File: src/rtl/disp_pkg.sv
// Shared widths, codes and digit helpers for the display scanner.
package disp_pkg;

  localparam int unsigned DIGW   = 4;
  localparam int unsigned MAXDIG = 8;
  localparam logic [DIGW-1:0] BLANK_CODE = 4'hF;

  // Extract BCD digit i from a (zero-extended) packed digit vector.
  function automatic logic [DIGW-1:0] dig_slice(input logic [MAXDIG*DIGW-1:0] v,
                                                input int unsigned i);
    return v[DIGW*i +: DIGW];
  endfunction

endpackage

File: src/rtl/disp_lzmask.sv
// Leading-zero blank mask: bit i set when digit i and every digit above it is zero.
module disp_lzmask
  import disp_pkg::*;
#(
  parameter int unsigned NDIG = 8,
  parameter bit          LZB  = 1'b1
) (
  input  logic [DIGW*NDIG-1:0] shadow,
  output logic [NDIG-1:0]      mask
);

  logic [MAXDIG*DIGW-1:0] wide;

  assign wide = (MAXDIG*DIGW)'(shadow);

  // Walk from the most significant digit down; digit 0 always stays lit.
  always_comb begin
    logic z;
    mask = '0;
    z    = 1'b1;
    for (int i = NDIG - 1; i >= 0; i--) begin
      z       = z && (dig_slice(wide, i) == '0);
      mask[i] = LZB && (i != 0) && z;
    end
  end

endmodule

File: src/rtl/disp_scan.sv
// Double-buffered, leading-zero-blanked multiplexed digit scanner.
module disp_scan
  import disp_pkg::*;
#(
  parameter int unsigned DIV  = 50000,
  parameter int unsigned NDIG = 8,
  parameter bit          LZB  = 1'b1
) (
  input  logic                 clk,
  input  logic                 rst,
  input  logic                 st,
  input  logic [DIGW*NDIG-1:0] value,
  input  logic                 upd,
  output logic [DIGW-1:0]      num,
  output logic [NDIG-1:0]      dig,
  output logic                 upd_ack
);

  localparam int unsigned CW = (DIV > 1) ? $clog2(DIV) : 1;
  localparam int unsigned IW = $clog2(NDIG);

  logic [CW-1:0]          cnt;
  logic [IW-1:0]          idx;
  logic [DIGW*NDIG-1:0]   shadow;
  logic [DIGW*NDIG-1:0]   pend_val;
  logic                   pend;
  logic [NDIG-1:0]        blank;
  logic [MAXDIG*DIGW-1:0] shadow_w;
  logic                   tick;
  logic                   frame_end;
  logic                   load;

  assign tick      = st && (cnt == CW'(DIV - 1));
  assign frame_end = tick && (idx == IW'(NDIG - 1));
  // While dark there is no frame to protect, so a pending value loads at once.
  assign load      = pend && (frame_end || !st);
  assign shadow_w  = (MAXDIG*DIGW)'(shadow);

  disp_lzmask #(
    .NDIG (NDIG),
    .LZB  (LZB)
  ) u_lzmask (
    .shadow (shadow),
    .mask   (blank)
  );

  // Refresh prescaler and scanned digit index; both parked at 0 while dark.
  always_ff @(posedge clk) begin
    if (rst) begin
      cnt <= '0;
      idx <= '0;
    end else if (!st) begin
      cnt <= '0;
      idx <= '0;
    end else if (tick) begin
      cnt <= '0;
      idx <= (idx == IW'(NDIG - 1)) ? '0 : idx + IW'(1);
    end else begin
      cnt <= cnt + CW'(1);
    end
  end

  // Capture into the pending buffer; swap into shadow only at frame end (or while dark).
  always_ff @(posedge clk) begin
    if (rst) begin
      pend_val <= '0;
      pend     <= 1'b0;
      shadow   <= '0;
      upd_ack  <= 1'b0;
    end else begin
      upd_ack <= load;
      if (load) begin
        shadow <= pend_val;
      end
      if (upd) begin
        pend_val <= value;
        pend     <= 1'b1;
      end else if (load) begin
        pend <= 1'b0;
      end
    end
  end

  // Registered digit code and one-hot enable for the current slot.
  always_ff @(posedge clk) begin
    if (rst) begin
      num <= BLANK_CODE;
      dig <= '0;
    end else if (!st || blank[idx]) begin
      num <= BLANK_CODE;
      dig <= '0;
    end else begin
      num <= dig_slice(shadow_w, 32'(idx));
      dig <= NDIG'(1) << idx;
    end
  end

endmodule

File: config.mk
export PLATFORM = sky130hd
export DESIGN_NAME = disp_scan
export DESIGN_NICKNAME = d
export VERILOG_FILES = /design/src/rtl/disp_pkg.sv /design/src/rtl/disp_lzmask.sv /design/src/rtl/disp_scan.sv
export SDC_FILE = /design/constraint.sdc
export NUM_CORES = 1
export LEC_CHECK = 0
export BUFFER_PORTS_ARGS = -buffer_cell sky130_fd_sc_hd__buf_2
export CELL_PAD_IN_SITES_DETAIL_PLACEMENT = 1
export CELL_PAD_IN_SITES_GLOBAL_PLACEMENT = 1
export CORE_ASPECT_RATIO = 0.8
export CORE_MARGIN = 4
export CORE_UTILIZATION = 41
export CTS_CLUSTER_SIZE = 12
export DETAILED_ROUTE_END_ITERATION = 16
export GPL_TIMING_DRIVEN = 0
export PLACE_DENSITY = 0.81
export SYNTH_ARGS = -nofsm -noshare
export SYNTH_HDL_FRONTEND = slang
export SYNTH_HIERARCHICAL = 1
export SYNTH_SLANG_ARGS = --single-unit
File: constraint.sdc
create_clock -name clk -period 2 [get_ports clk]
set_clock_uncertainty 0.2 [all_clocks]
set_input_delay 0.4 -clock clk [delete_from_list [all_inputs] [get_ports clk]]
set_output_delay 0.4 -clock clk [all_outputs]
set_load 0.03 [all_outputs]
# ---- After elaboration in Yosys (flattened, before gate mapping)
# Index checks and enable logic that the tools add are counted.
dict set report totals {
  ramBits 0
  latch_bits 0
  n_memories 0
  rom_bits 0
  reg_bits 97
}
dict set report op_classes {
  shifts 2
  reduce_logical 23
  n_bitwise 1
  add_sub_neg 2
  mul 0
  mux 5
  order_cmp 1
  eq_ne 2
  div_mod_pow 0
}
# op count
set op_table {}
lappend op_table {{$shiftx 32x6->4} 1}
lappend op_table {{$logic_not 4->1} 7}
lappend op_table {{$add 16x1->16 const B} 1}
lappend op_table {{$eq 16x16->1 const B} 1}
lappend op_table {{$logic_and 1x1->1} 9}
lappend op_table {{$shl 1x3->8 const A} 1}
lappend op_table {{$lt 3x4->1 const B} 1}
lappend op_table {{$reduce_or 2->1} 2}
lappend op_table {{$add 3x1->3 const B} 1}
lappend op_table {{$bmux 1 s3} 1}
lappend op_table {{$eq 3x3->1 const B} 1}
lappend op_table {{$mux 1} 3}
lappend op_table {{$mux 3} 1}
lappend op_table {{$reduce_or 3->1} 1}
lappend op_table {{$logic_or 1x1->1} 2}
lappend op_table {{$reduce_bool 2->1} 1}
lappend op_table {{$logic_not 1->1} 1}
lappend op_table {{$not 1->1} 1}

# ---- Logic depth before layout (Yosys ltp)
# Gate-level depths: netlist of the first run.
dict set report depth {
  word_depth 11
  ltp_mapped 8
}

# ---- By module
# Netlist of the first run, hierarchy kept.
# mod area_per_inst_um2 seq_area_each_um2 instances cells_each
set modules_own_cells {}
lappend modules_own_cells {disp_scan 4672.0 1941.9 1 481}
lappend modules_own_cells {disp_lzmask 132.6 0.0 1 18}

# ---- Worst setup path before layout of the first run
# OpenSTA, ideal clock, no wires.
dict set report synth_path {
  kind {register to register}
  startpoint {reg shadow[28]}
  endpoint {reg num[0]}
  setup_time_ns 0.117
  t_arrival_ns 1.769
  period_less_slack_ns 2.086
  stages_incl_launch_ff 6
  required_ns 1.683
  setup_slack_ns -0.086
  cell_sequence {dfxtp_1 > nor4_4 > and3_2 > mux4_2 > or3b_2 > o22a_1}
}
dict set report synth_via {
  elab_chain_cells 11
  elab_cells_between_ends 12
}
# element line
set synth_lines {}
lappend synth_lines {{start, declared} disp_scan.sv:24} ;# logic [DIGW*NDIG-1:0] shadow;
lappend synth_lines {{start signal, assigned} disp_scan.sv:73} ;# shadow <= pend_val;
lappend synth_lines {{$logic_not 4->1 (*)} disp_lzmask.sv:22} ;# z = z && (dig_slice(wide, i) == '0);
lappend synth_lines {{named net blank[7]} disp_scan.sv:27} ;# logic [NDIG-1:0] blank;
lappend synth_lines {{$logic_and 1x1->1 (*) (2 in a row)} disp_lzmask.sv:22}
lappend synth_lines {{named net blank[5]} disp_scan.sv:27}
lappend synth_lines {{$logic_and 1x1->1 (4 in a row)} disp_lzmask.sv:22}
lappend synth_lines {{$bmux 1 s3 (*)} disp_scan.sv:89} ;# end else if (!st || blank[idx]) begin
lappend synth_lines {{$mux 1 (implied by the code) (*)} disp_scan.sv:89}
lappend synth_lines {{$logic_or 1x1->1 (*)} disp_scan.sv:89}
lappend synth_lines {{$reduce_or 2->1 (no line) (*)} n/a}
lappend synth_lines {{end signal, assigned} disp_scan.sv:93} ;# num <= dig_slice(shadow_w, 32'(idx));
lappend synth_lines {{end, declared} disp_scan.sv:14} ;# output logic [DIGW-1:0] num,
# Mark *: on every way through the listed nets, which the timed path passes. The rest lies on a longest branch. The select of a mux whose other input is x is not followed.
# A chain may end at the register's enable or synchronous reset.

# ---- Worst setup path in the final report of the first run
dict set report layout_path {
  startpoint {reg cnt[12]}
  endpoint {reg shadow[28]}
}
dict set report layout_via {
  elab_chain_cells 5
}
# element line
set layout_lines {}
lappend layout_lines {{start, declared} disp_scan.sv:22} ;# logic [CW-1:0] cnt;
lappend layout_lines {{start signal, assigned} disp_scan.sv:59} ;# cnt <= cnt + CW'(1);
lappend layout_lines {{$eq 16x16->1} disp_scan.sv:33} ;# assign tick = st && (cnt == CW'(DIV - 1));
lappend layout_lines {{$logic_and 1x1->1} disp_scan.sv:33}
lappend layout_lines {{$logic_and 1x1->1} disp_scan.sv:34} ;# assign frame_end = tick && (idx == IW'(NDIG - 1));
lappend layout_lines {{$logic_or 1x1->1} disp_scan.sv:36} ;# assign load = pend && (frame_end || !st);
lappend layout_lines {{$logic_and 1x1->1} disp_scan.sv:36}
# No other way between the ends.

==> flow_summary_export.csv, run 1 <==
group,metric,value,unit
die,die_h,105,microns
clocking,insertion_delay,0.35,ns
synthesis,yosysWarnings,6,
sta,finalMaxSlewViolations,0,
setup_path,start_kind,"flip-flop",
clocking,cts_buffers,9,
die,fp-row-count,35,
finish,n_antenna_cell,0,
synthesis,synth_top_cell_area_share,40.4,%
setup_path,cp.arrival,2.18,ns
routing,drt_iter0_drc,274,
global_route,grt_antenna_before_repair,0,
sta,slew_headroom,50.2,%
finish,n_fill_cell,1317,
finish,regArea,2010,sq um
routing,vias,4281,
status,status,"finished, violations left",
global_route,grt_pass1_wl,23200,microns
die,core,11500,sq um
power_and_ir_drop,vdd_drop_max,0.000412,V
power_and_ir_drop,power.total,4.22,mW
die,die_w,129,microns
routing,ant_nets,0,
synthesis,synth_enable_flop_cells,0,
die,initial_core_util,41.9,%
power_and_ir_drop,leakage,2.09,nW
global_route,grt_max_degree,15,
finish,layout.nets,616,
synthesis,synth_ff_type,"dfxtp_1",
run,drv_cap,0,
sta,rsz0062_at_grt,"yes",
finish,multi_input_area,2700,sq um
setup_path,path_max_fanout,10,
synthesis,syn_nets,541,
synthesis,synth-seq-cells,97,
place,gp_congestion,0.855,
synthesis,synth_commonest_cells,"dfxtp_1 (97), nor2_1 (49), nand2_1 (37)",
clocking,clkSinkCount,97,
setup_path,cp_data_required_time,2.04,ns
sta,setup_slack,-0.142,ns
setup_path,crit_type,"flip-flop to flip-flop",
die,ios,49,
routing,via_per_inst,5.89,
synthesis,synth_area_leaders,"dfxtp_1 (40%), mux2i_1 (7.3%), nand4b_1 (6.0%)",
sta,hold_ws,0.0809,ns
clocking,root_buffer,"clkbuf_16",
clocking,cts-htree-levels,3,
clocking,cts_tree,"yes",
clocking,hold_buffers,0,
die,dieArea,13500,sq um
place,port_buffers,46,
sta,fin_crit_sh,107,%
routing,drtPass1Iterations,5,
synthesis,yosys.area.top_type,"dfxtp_1",
setup_path,crit_path_end_kind,"flip-flop",
sta,tightestPinTransition,0.748,ns
finish,final_cells,727,
synthesis,async_flop_share,0,%
global_route,grt_overflow,0,
global_route,grt_use_total,21.6,%
status,violations,"negative setup slack",
sta,layout_min_cycle_time,2.14,ns
sta,hold_violations,0,
sta,finalSetupViolations,41,
routing,wl_per_cell,20.0,microns
clocking,path_clk_slew,0.07,ns
hold_path,hp-class,"input pin to flip-flop",
global_route,grt_pass1_vias,4441,
power_and_ir_drop,power_density,718,nW/um^2
finish,drive_above_1_share,27.6,%
synthesis,ys_seq_area_share,40.4,%
place,dp_cells,693,
place,dp_hpwl,9880,microns
synthesis,postSynthAreaPerCell,9.63,sq um
routing,totalWireLength,14600,microns
routing,drc,0,
synthesis,synth_most_common_cell,"dfxtp_1",
finish,area_delta_synth_final,22.4,%
clocking,clockBufferDepth,2,
synthesis,synth_area,4800,sq um
synthesis,ys_types,43,
sta,timing.fmax,467,MHz
synthesis,synthCells,499,
[power breakdown]
part / internal, mW / switching (mW) / total (mW)
Sequential: 1.99 / 0.0686 / 2.05
Clock: 0.982 / 0.737 / 1.72
Combinational: 0.191 / 0.259 / 0.449
[repair_timing]
item | CTS | global route
pin swaps | 13 | 10
hold endpoints to repair | 0 | 0
gates resized for setup | 52 | 15
endpoints found under the setup margin | 56 | 63
gates cloned | 1 | 1
buffers inserted | 11 | 5
[layer usage]
metal	global-route usage [%]	vias up	wire length, microns
met5	0	-	0
met3	4.39	25	788
met2	34.8	126	7060
met1	29.0	2121	6440
met4	6.90	0	267
li1	-	2009	-
[worst paths after layout]
path                 startpoint                       end  slack [ns]  depth (start not counted)
min                    value[6]  pend_val[6]$_SDFFE_PP0P_        0.08                          3
max reg2reg  cnt[12]$_SDFF_PP0_   shadow[28]$_SDFFE_PP0P_       -0.14                          6
max          cnt[12]$_SDFF_PP0_   shadow[28]$_SDFFE_PP0P_       -0.14                          6
min reg2reg   cnt[0]$_SDFF_PP0_         cnt[0]$_SDFF_PP0_        0.28                          1
[cells by family (layout without fill, tap and decap cells)]
| family | count (synthesis) | count (layout) | synth area share, % |
|---|---|---|---|
| compound gates | 70 | 70 | 10.9 |
| xor+xnor | 14 | 14 | 2.55 |
| fa+ha+maj | 6 | 6 | 1.56 |
| buf+inv | 59 | 139 | 6.04 |
| flops | 97 | 97 | 40.4 |
| mux | 45 | 45 | 12.0 |
| other cells | 1 | 1 | 0.0781 |
| simple gates | 207 | 207 | 26.4 |
[stage by stage]
step	util [%]	area, sq um	setup WS, ns	setup TNS (ns)
after CTS	50.3	5770	-0.0684	-0.589
after global placement	45.6	5230	-0.262	-14.53
after global routing	51.3	5880	-0.245	-8.79
final	51.3	5880	-0.142	-3.45
after floorplan	-	4810	0.0135	0
after detailed placement	45.6	5230	-0.324	-17.17
[state kept, by name (all words and copies together), names as in the netlist]
| signal | flops |
|---|---|
| shadow | 32 |
| num | 4 |
| dig | 8 |
| upd_ack | 1 |
| idx | 3 |
| pend_val | 32 |
| cnt | 16 |
| pend | 1 |
[layout make-up]
type                       count  share of cell area, %
buffer                        49                   4.66
timing repair buffer          64                   6.51
tap                          148                   3.15
multi-input combinational    343                   45.9
sequential                    97                   34.1
clock buffer                  15                   4.89
clock inverter                 1                  0.128
inverter                      10                  0.638
[critical path: stages, from the launching register on]
cell      delay, ns
dfxtp_2        0.35
or4_4          0.54
nor4_4         0.34
buf_6          0.21
buf_8          0.14
nand4b_1       0.13
o311ai_2       0.11
[cell usage in the layout, fill, tap and decap left out, types with 5 or more instances in the layout]
master / n
buf_2: 47
dfxtp_2: 11
and2_1: 6
a31oi_1: 32
clkbuf_1: 34
xnor2_1: 13
o311ai_1: 29
nor4_4: 5
buf_1: 5
dfxtp_1: 72
nor3b_1: 32
nor4_1: 5
nand2_1: 37
dfxtp_4: 14
clkbuf_16: 10
buf_4: 20
nor2_2: 10
mux2i_1: 34
inv_1: 10
nor2_1: 49
mux4_2: 10
nand4b_1: 33
Power figures use the tool's default switching activity.
==> run 2: changes to the inputs <==
--- a/config.mk
+++ b/config.mk
@@ -5,15 +5,16 @@
 export SDC_FILE = /design/constraint.sdc
 export NUM_CORES = 1
 export LEC_CHECK = 0
-export BUFFER_PORTS_ARGS = -buffer_cell sky130_fd_sc_hd__buf_2
 export CELL_PAD_IN_SITES_DETAIL_PLACEMENT = 1
 export CELL_PAD_IN_SITES_GLOBAL_PLACEMENT = 1
 export CORE_ASPECT_RATIO = 0.8
 export CORE_MARGIN = 4
-export CORE_UTILIZATION = 41
+export CORE_UTILIZATION = 44
 export CTS_CLUSTER_SIZE = 12
 export DETAILED_ROUTE_END_ITERATION = 16
+export DONT_BUFFER_PORTS = 1
 export GPL_TIMING_DRIVEN = 0
+export HOLD_SLACK_MARGIN = 0.1
 export PLACE_DENSITY = 0.81
 export SYNTH_ARGS = -nofsm -noshare
 export SYNTH_HDL_FRONTEND = slang
==> run 2 against run 1 <==
Net effect: the run still ends with negative setup slack left; clock-buffer cell count fell by 4; sequential power about the same; non-clock buffer count down 10; via count is 1.6% higher; core utilization is 6.5 points higher; flip-flop and latch count is the same; largest power group unchanged.
==> flow_summary_export.csv, run 2 (synthesized netlist as in run 1, its figures left out) <==
group,metric,value,unit
setup_path,cp.arrival,2.12,ns
clocking,root_buffer,"clkbuf_16",
sta,tightestPinTransition,0.816,ns
setup_path,start_kind,"flip-flop",
finish,area_delta_synth_final,25.6,%
setup_path,endpoint,"num[3]$_SDFF_PP1_",
sta,slew_headroom,45.6,%
die,core,10400,sq um
place,port_buffers,0,
finish,drive_above_1_share,22.4,%
hold_path,hp-start,"rst",
setup_path,worstPathCellList,"nor4_4 > nand4_2 > inv_1 > mux4_2 > or3b_4 > o22a_1",
die,die_w,125,microns
sta,finalMaxSlewViolations,0,
die,fp-row-count,33,
routing,wl_per_cell,21.5,microns
place,gp_congestion,0.854,
hold_path,hp-class,"input pin to flip-flop",
sta,hold_violations,0,
finish,n_antenna_cell,0,
finish,n_fill_cell,1153,
finish,layout.nets,606,
sta,setup_slack,-0.101,ns
power_and_ir_drop,leakage,2.07,nW
setup_path,reg2reg_from,"shadow[21]$_SDFFE_PP0P_",
setup_path,critPathTopFamily,"simple AND/OR/NAND/NOR gates",
clocking,insertion_delay,0.35,ns
setup_path,crit_type,"flip-flop to flip-flop",
finish,regArea,2010,sq um
finish,final_util,57.8,%
sta,timing.fmax,476,MHz
routing,totalWireLength,15200,microns
setup_path,path_max_fanout,4,
setup_path,reg2regPathDepth,6,
setup_path,cp.depth,6,
place,dp_hpwl,9940,microns
routing,ant_nets,0,
die,ios,49,
die,dieArea,12700,sq um
routing,drc,0,
sta,finalSetupViolations,34,
sta,layout_min_cycle_time,2.10,ns
power_and_ir_drop,vdd_drop_max,0.000504,V
global_route,grt_overflow,0,
place,dp_cells,639,
routing,via_per_inst,6.14,
clocking,cts_buffers,9,
clocking,clockBufferDepth,2,
global_route,grt_max_degree,16,
routing,drtPass1Iterations,4,
sta,fin_crit_sh,105,%
setup_path,critical_path.max_stage_delay,0.47,ns
finish,final_cells,708,
setup_path,slowest_stage,"mux4_2",
finish,largestRegisters,"pend_val (32), shadow (32), cnt (16)",
power_and_ir_drop,power_density,714,nW/um^2
global_route,grt_pass1_vias,4560,
setup_path,critPathLaunch,"shadow[21]$_SDFFE_PP0P_",
clocking,cts-htree-levels,3,
finish,final_common_cell,"dfxtp_1",
setup_path,critPathBufInv,1,
routing,drt_iter0_drc,281,
finish,final_cell_mix,"dfxtp_1 (69), nor2_1 (49), nand2_1 (37), mux2i_1 (35)",
setup_path,rrSetupSlack,-0.10,ns
sta,rsz0062_at_grt,"yes",
clocking,cts_tree,"yes",
status,violations,"negative setup slack",
die,die_h,101,microns
setup_path,crit_path_end_kind,"flip-flop",
setup_path,r2r_end,"num[3]$_SDFF_PP1_",
die,initial_core_util,46.0,%
power_and_ir_drop,power.total,4.31,mW
global_route,grt_pass1_wl,24400,microns
clocking,clkSinkCount,97,
finish,multi_input_area,2730,sq um
clocking,path_clk_slew,0.07,ns
setup_path,cp_data_required_time,2.02,ns
global_route,grt_use_total,24.1,%
run,drv_cap,0,
sta,hold_ws,0.243,ns
global_route,grt_antenna_before_repair,0,
status,status,"finished, violations left",
routing,vias,4348,
[run 2: cell count changes in the layout (fill, tap and decap cells not counted), sizes merged]
cell         before  now
dlygate4sd3       0   32
clkbuf           49   44
clkinvlp          1    3
buf              79   38
bufinv            0    1
[run 2: per-stage QoR]
stage / cell area [sq um] / setup TNS (ns) / setup slack [ns]
after floorplan: 4810 / 0 / 0.0135
after global placement: 4990 / -11.82 / -0.287
after detailed placement: 4990 / -16.52 / -0.387
after CTS: 5990 / -0.508 / -0.0638
after global routing: 6040 / -3.74 / -0.129
final: 6040 / -1.26 / -0.101
[run 2: layout make-up]
type                       instances  share of cell area [%]
multi-input combinational        343                    45.2
sequential                        97                    33.3
timing repair buffer              55                    8.69
buffer                            48                    4.25
clock buffer                      11                    4.19
tap                              140                    2.90
clock inverter                     4                   0.871
inverter                          10                   0.622
[run 2: power by group]
| part | leakage [nW] | internal [mW] | total [mW] | switching [mW] |
|---|---|---|---|---|
| combinational | 1.12 | 0.202 | 0.457 | 0.256 |
| clock | 0.140 | 1.03 | 1.79 | 0.758 |
| sequential | 0.808 | 1.99 | 2.07 | 0.0774 |
| total | 2.07 | 3.22 | 4.31 | 1.09 |
[run 2: worst min path at each step]
| stage | slack [ns] | depth (start not counted) | endpoint |
|---|---|---|---|
| after floorplan | 0.24 | 1 | cnt[0]$_SDFF_PP0_ |
| after global placement | 0.25 | 1 | cnt[0]$_SDFF_PP0_ |
| after detailed placement | 0.26 | 1 | cnt[0]$_SDFF_PP0_ |
| after CTS | 0.21 | 3 | shadow[18]$_SDFFE_PP0P_ |
| after global routing | 0.26 | 1 | cnt[0]$_SDFF_PP0_ |
| final | 0.24 | 3 | shadow[18]$_SDFFE_PP0P_ |
[run 2: layer usage]
metal | up-vias | GRT usage (%) | share of wire (%)
met1 | 2210 | 30.2 | 44
met5 | - | 0 | 0
met4 | 0 | 8.33 | 1.9
met2 | 130 | 41.6 | 49
met3 | 28 | 5.48 | 5.1
li1 | 1980 | - | -
[run 2: timing repair]
| action | CTS | global route |
|---|---|---|
| buffers inserted | 21 | 1 |
| pin swaps | 22 | 10 |
| gates cloned | 1 | 0 |
| endpoints found under the hold margin | 32 | 0 |
| hold buffers | 32 | 0 |
| setup endpoints to repair | 64 | 57 |
| gates resized for setup | 62 | 14 |
[run 2: tightest hold or removal path: cells and delay by family]
kind             cells  cell delay [ns]
AO/OA/AOI/OAI        2             0.28
AND/OR/NAND/NOR      1             0.06
==> run 3: changes to the inputs <==
--- a/config.mk
+++ b/config.mk
@@ -8,14 +8,13 @@
 export CELL_PAD_IN_SITES_DETAIL_PLACEMENT = 1
 export CELL_PAD_IN_SITES_GLOBAL_PLACEMENT = 1
 export CORE_ASPECT_RATIO = 0.8
-export CORE_MARGIN = 4
-export CORE_UTILIZATION = 44
+export CORE_UTILIZATION = 50
 export CTS_CLUSTER_SIZE = 12
 export DETAILED_ROUTE_END_ITERATION = 16
 export DONT_BUFFER_PORTS = 1
 export GPL_TIMING_DRIVEN = 0
 export HOLD_SLACK_MARGIN = 0.1
-export PLACE_DENSITY = 0.81
+export PLACE_DENSITY = 0.86
 export SYNTH_ARGS = -nofsm -noshare
 export SYNTH_HDL_FRONTEND = slang
 export SYNTH_HIERARCHICAL = 1
==> constraint.sdc (replaced) <==
create_clock -name clk -period 2.5 [get_ports clk]
set_clock_uncertainty 0.2 [all_clocks]
set_input_delay 0.5 -clock clk [delete_from_list [all_inputs] [get_ports clk]]
set_output_delay 0.5 -clock clk [all_outputs]
set_load 0.03 [all_outputs]
==> run 3 against run 2 <==
Net effect: the run ends with design-rule violations left; non-clock buffer count decreased by 51; wire length decreased by 8.3%; critical path depth decreased by 1; flip-flop and latch count unchanged; total power decreased by 23%; first-iteration DRC count increased by 5.3%; worst setup slack improved by 0.21 ns; largest cell class unchanged.
==> flow_summary_export.csv, run 3 (synthesized netlist as in run 1, its figures left out) <==
group,metric,value,unit
routing,totalWireLength,14000,microns
die,initial_core_util,52.3,%
sta,tightestPinTransition,0.766,ns
finish,final_common_cell,"dfxtp_1",
finish,final_cell_mix,"dfxtp_1 (95), nor2_1 (49), nand2_1 (37), mux2i_1 (35)",
die,die_h,89.7,microns
sta,slew_headroom,48.9,%
global_route,grt_overflow,0,
setup_path,crit_path_end_kind,"flip-flop",
place,port_buffers,0,
die,dieArea,10000,sq um
clocking,cts_tree,"yes",
routing,drt_iter0_drc,296,
die,fp-row-count,31,
power_and_ir_drop,power.total,3.31,mW
die,die_w,112,microns
die,core,9190,sq um
sta,fin_crit_sh,95.7,%
finish,largestRegisters,"pend_val (32), shadow (32), cnt (16)",
finish,area_delta_synth_final,9.74,%
power_and_ir_drop,power_density,628,nW/um^2
power_and_ir_drop,leakage,1.76,nW
routing,drc,4,
setup_path,cp_data_required_time,2.53,ns
sta,finalMaxSlewViolations,0,
setup_path,start_kind,"flip-flop",
place,dp_hpwl,10100,microns
setup_path,crit_type,"flip-flop to flip-flop",
sta,hold_violations,0,
clocking,clockBufferDepth,2,
global_route,grt_antenna_before_repair,0,
global_route,grt_use_total,29.8,%
status,status,"finished, violations left",
status,violations,"design-rule violations",
power_and_ir_drop,vdd_drop_max,0.000609,V
global_route,grt_pass1_wl,23000,microns
routing,ant_nets,0,
routing,drtPass1Iterations,11,
global_route,grt_pass1_vias,4328,
sta,timing.fmax,418,MHz
place,gp_congestion,0.841,
clocking,cts-htree-levels,3,
clocking,cts_buffers,9,
routing,vias,4166,
clocking,clkSinkCount,97,
routing,wl_per_cell,22.0,microns
clocking,path_clk_slew,0.07,ns
die,ios,49,
setup_path,cp.arrival,2.42,ns
hold_path,hp-class,"input pin to flip-flop",
routing,via_per_inst,6.58,
sta,layout_min_cycle_time,2.39,ns
global_route,grt_max_degree,19,
setup_path,path_max_fanout,4,
sta,setup_slack,0.107,ns
clocking,insertion_delay,0.35,ns
finish,layout.nets,555,
place,pre_cts_ws,0.115,ns
finish,n_antenna_cell,0,
finish,drive_above_1_share,11.6,%
clocking,root_buffer,"clkbuf_16",
run,drv_cap,0,
sta,finalSetupViolations,0,
run 3: per-layer routing:
layer / vias to the layer above / share of wire (%) / GRT usage, %
met2: 164 / 48 / 52.5
met4: 0 / 1.8 / 11.2
met1: 2093 / 43 / 37.3
met3: 24 / 6.5 / 5.44
met5: - / 0 / 0
li1: 1885 / - / -
run 3: path summary, 6_finish.rpt:
| check | startpoint | end | slack [ns] | cells past startpoint |
|---|---|---|---|---|
| max reg2reg | shadow[23]$_SDFFE_PP0P_ | num[0]$_SDFF_PP1_ | 0.11 | 5 |
| min reg2reg | cnt[0]$_SDFF_PP0_ | cnt[0]$_SDFF_PP0_ | 0.29 | 1 |
| max | shadow[23]$_SDFFE_PP0P_ | num[0]$_SDFF_PP1_ | 0.11 | 5 |
| min | value[5] | pend_val[5]$_SDFFE_PP0P_ | 0.1 | 2 |
run 3: repair_timing:
| item | in CTS | in global routing |
|---|---|---|
| setup endpoints to repair | 0 | 33 |
| gates resized for setup | 0 | 4 |
| endpoints found under the hold margin | 2 | 0 |
| hold buffers | 2 | 0 |
| setup buffers | 0 | 1 |
run 3: report_power, final:
group,internal (mW),leakage (nW),switching [mW]
clock,0.696,0.142,0.651
combinational,0.119,0.824,0.188
sequential,1.60,0.792,0.0612
total,2.41,1.76,0.900
run 3: layout make-up:
type                    instances  area [sq um]
clock inverters                 7          63.8
clock buffers                   9           225
plain buffers                  49           253
repair buffers                  3          27.5
inverters                      10          37.5
well taps                     115           144
flip-flops and latches         97          1950
fillers                      1057          3920
multi-input cells             343          2570
run 3: worst max-delay path, stage by stage, from the launching register on:
cell and delay, ns:
dfxtp_1 0.44, nor4_1 0.12, and3_2 0.23, mux4_2 0.48
or3b_2 0.53, o22a_1 0.26
run 3: through the flow:
stage                     instance area [sq um]  util (%)  setup TNS (ns)  cells  hold WS (ns)
after floorplan                            4800         -               0    499         0.239
after detailed placement                   4950      53.8               0    614         0.273
final                                      5270      57.4               0    633        0.0998
after CTS                                  5260      57.2               0    632         0.101
after global placement                     4950      53.8               0    614         0.253
after global routing                       5270      57.4       -0.000813    633         0.110
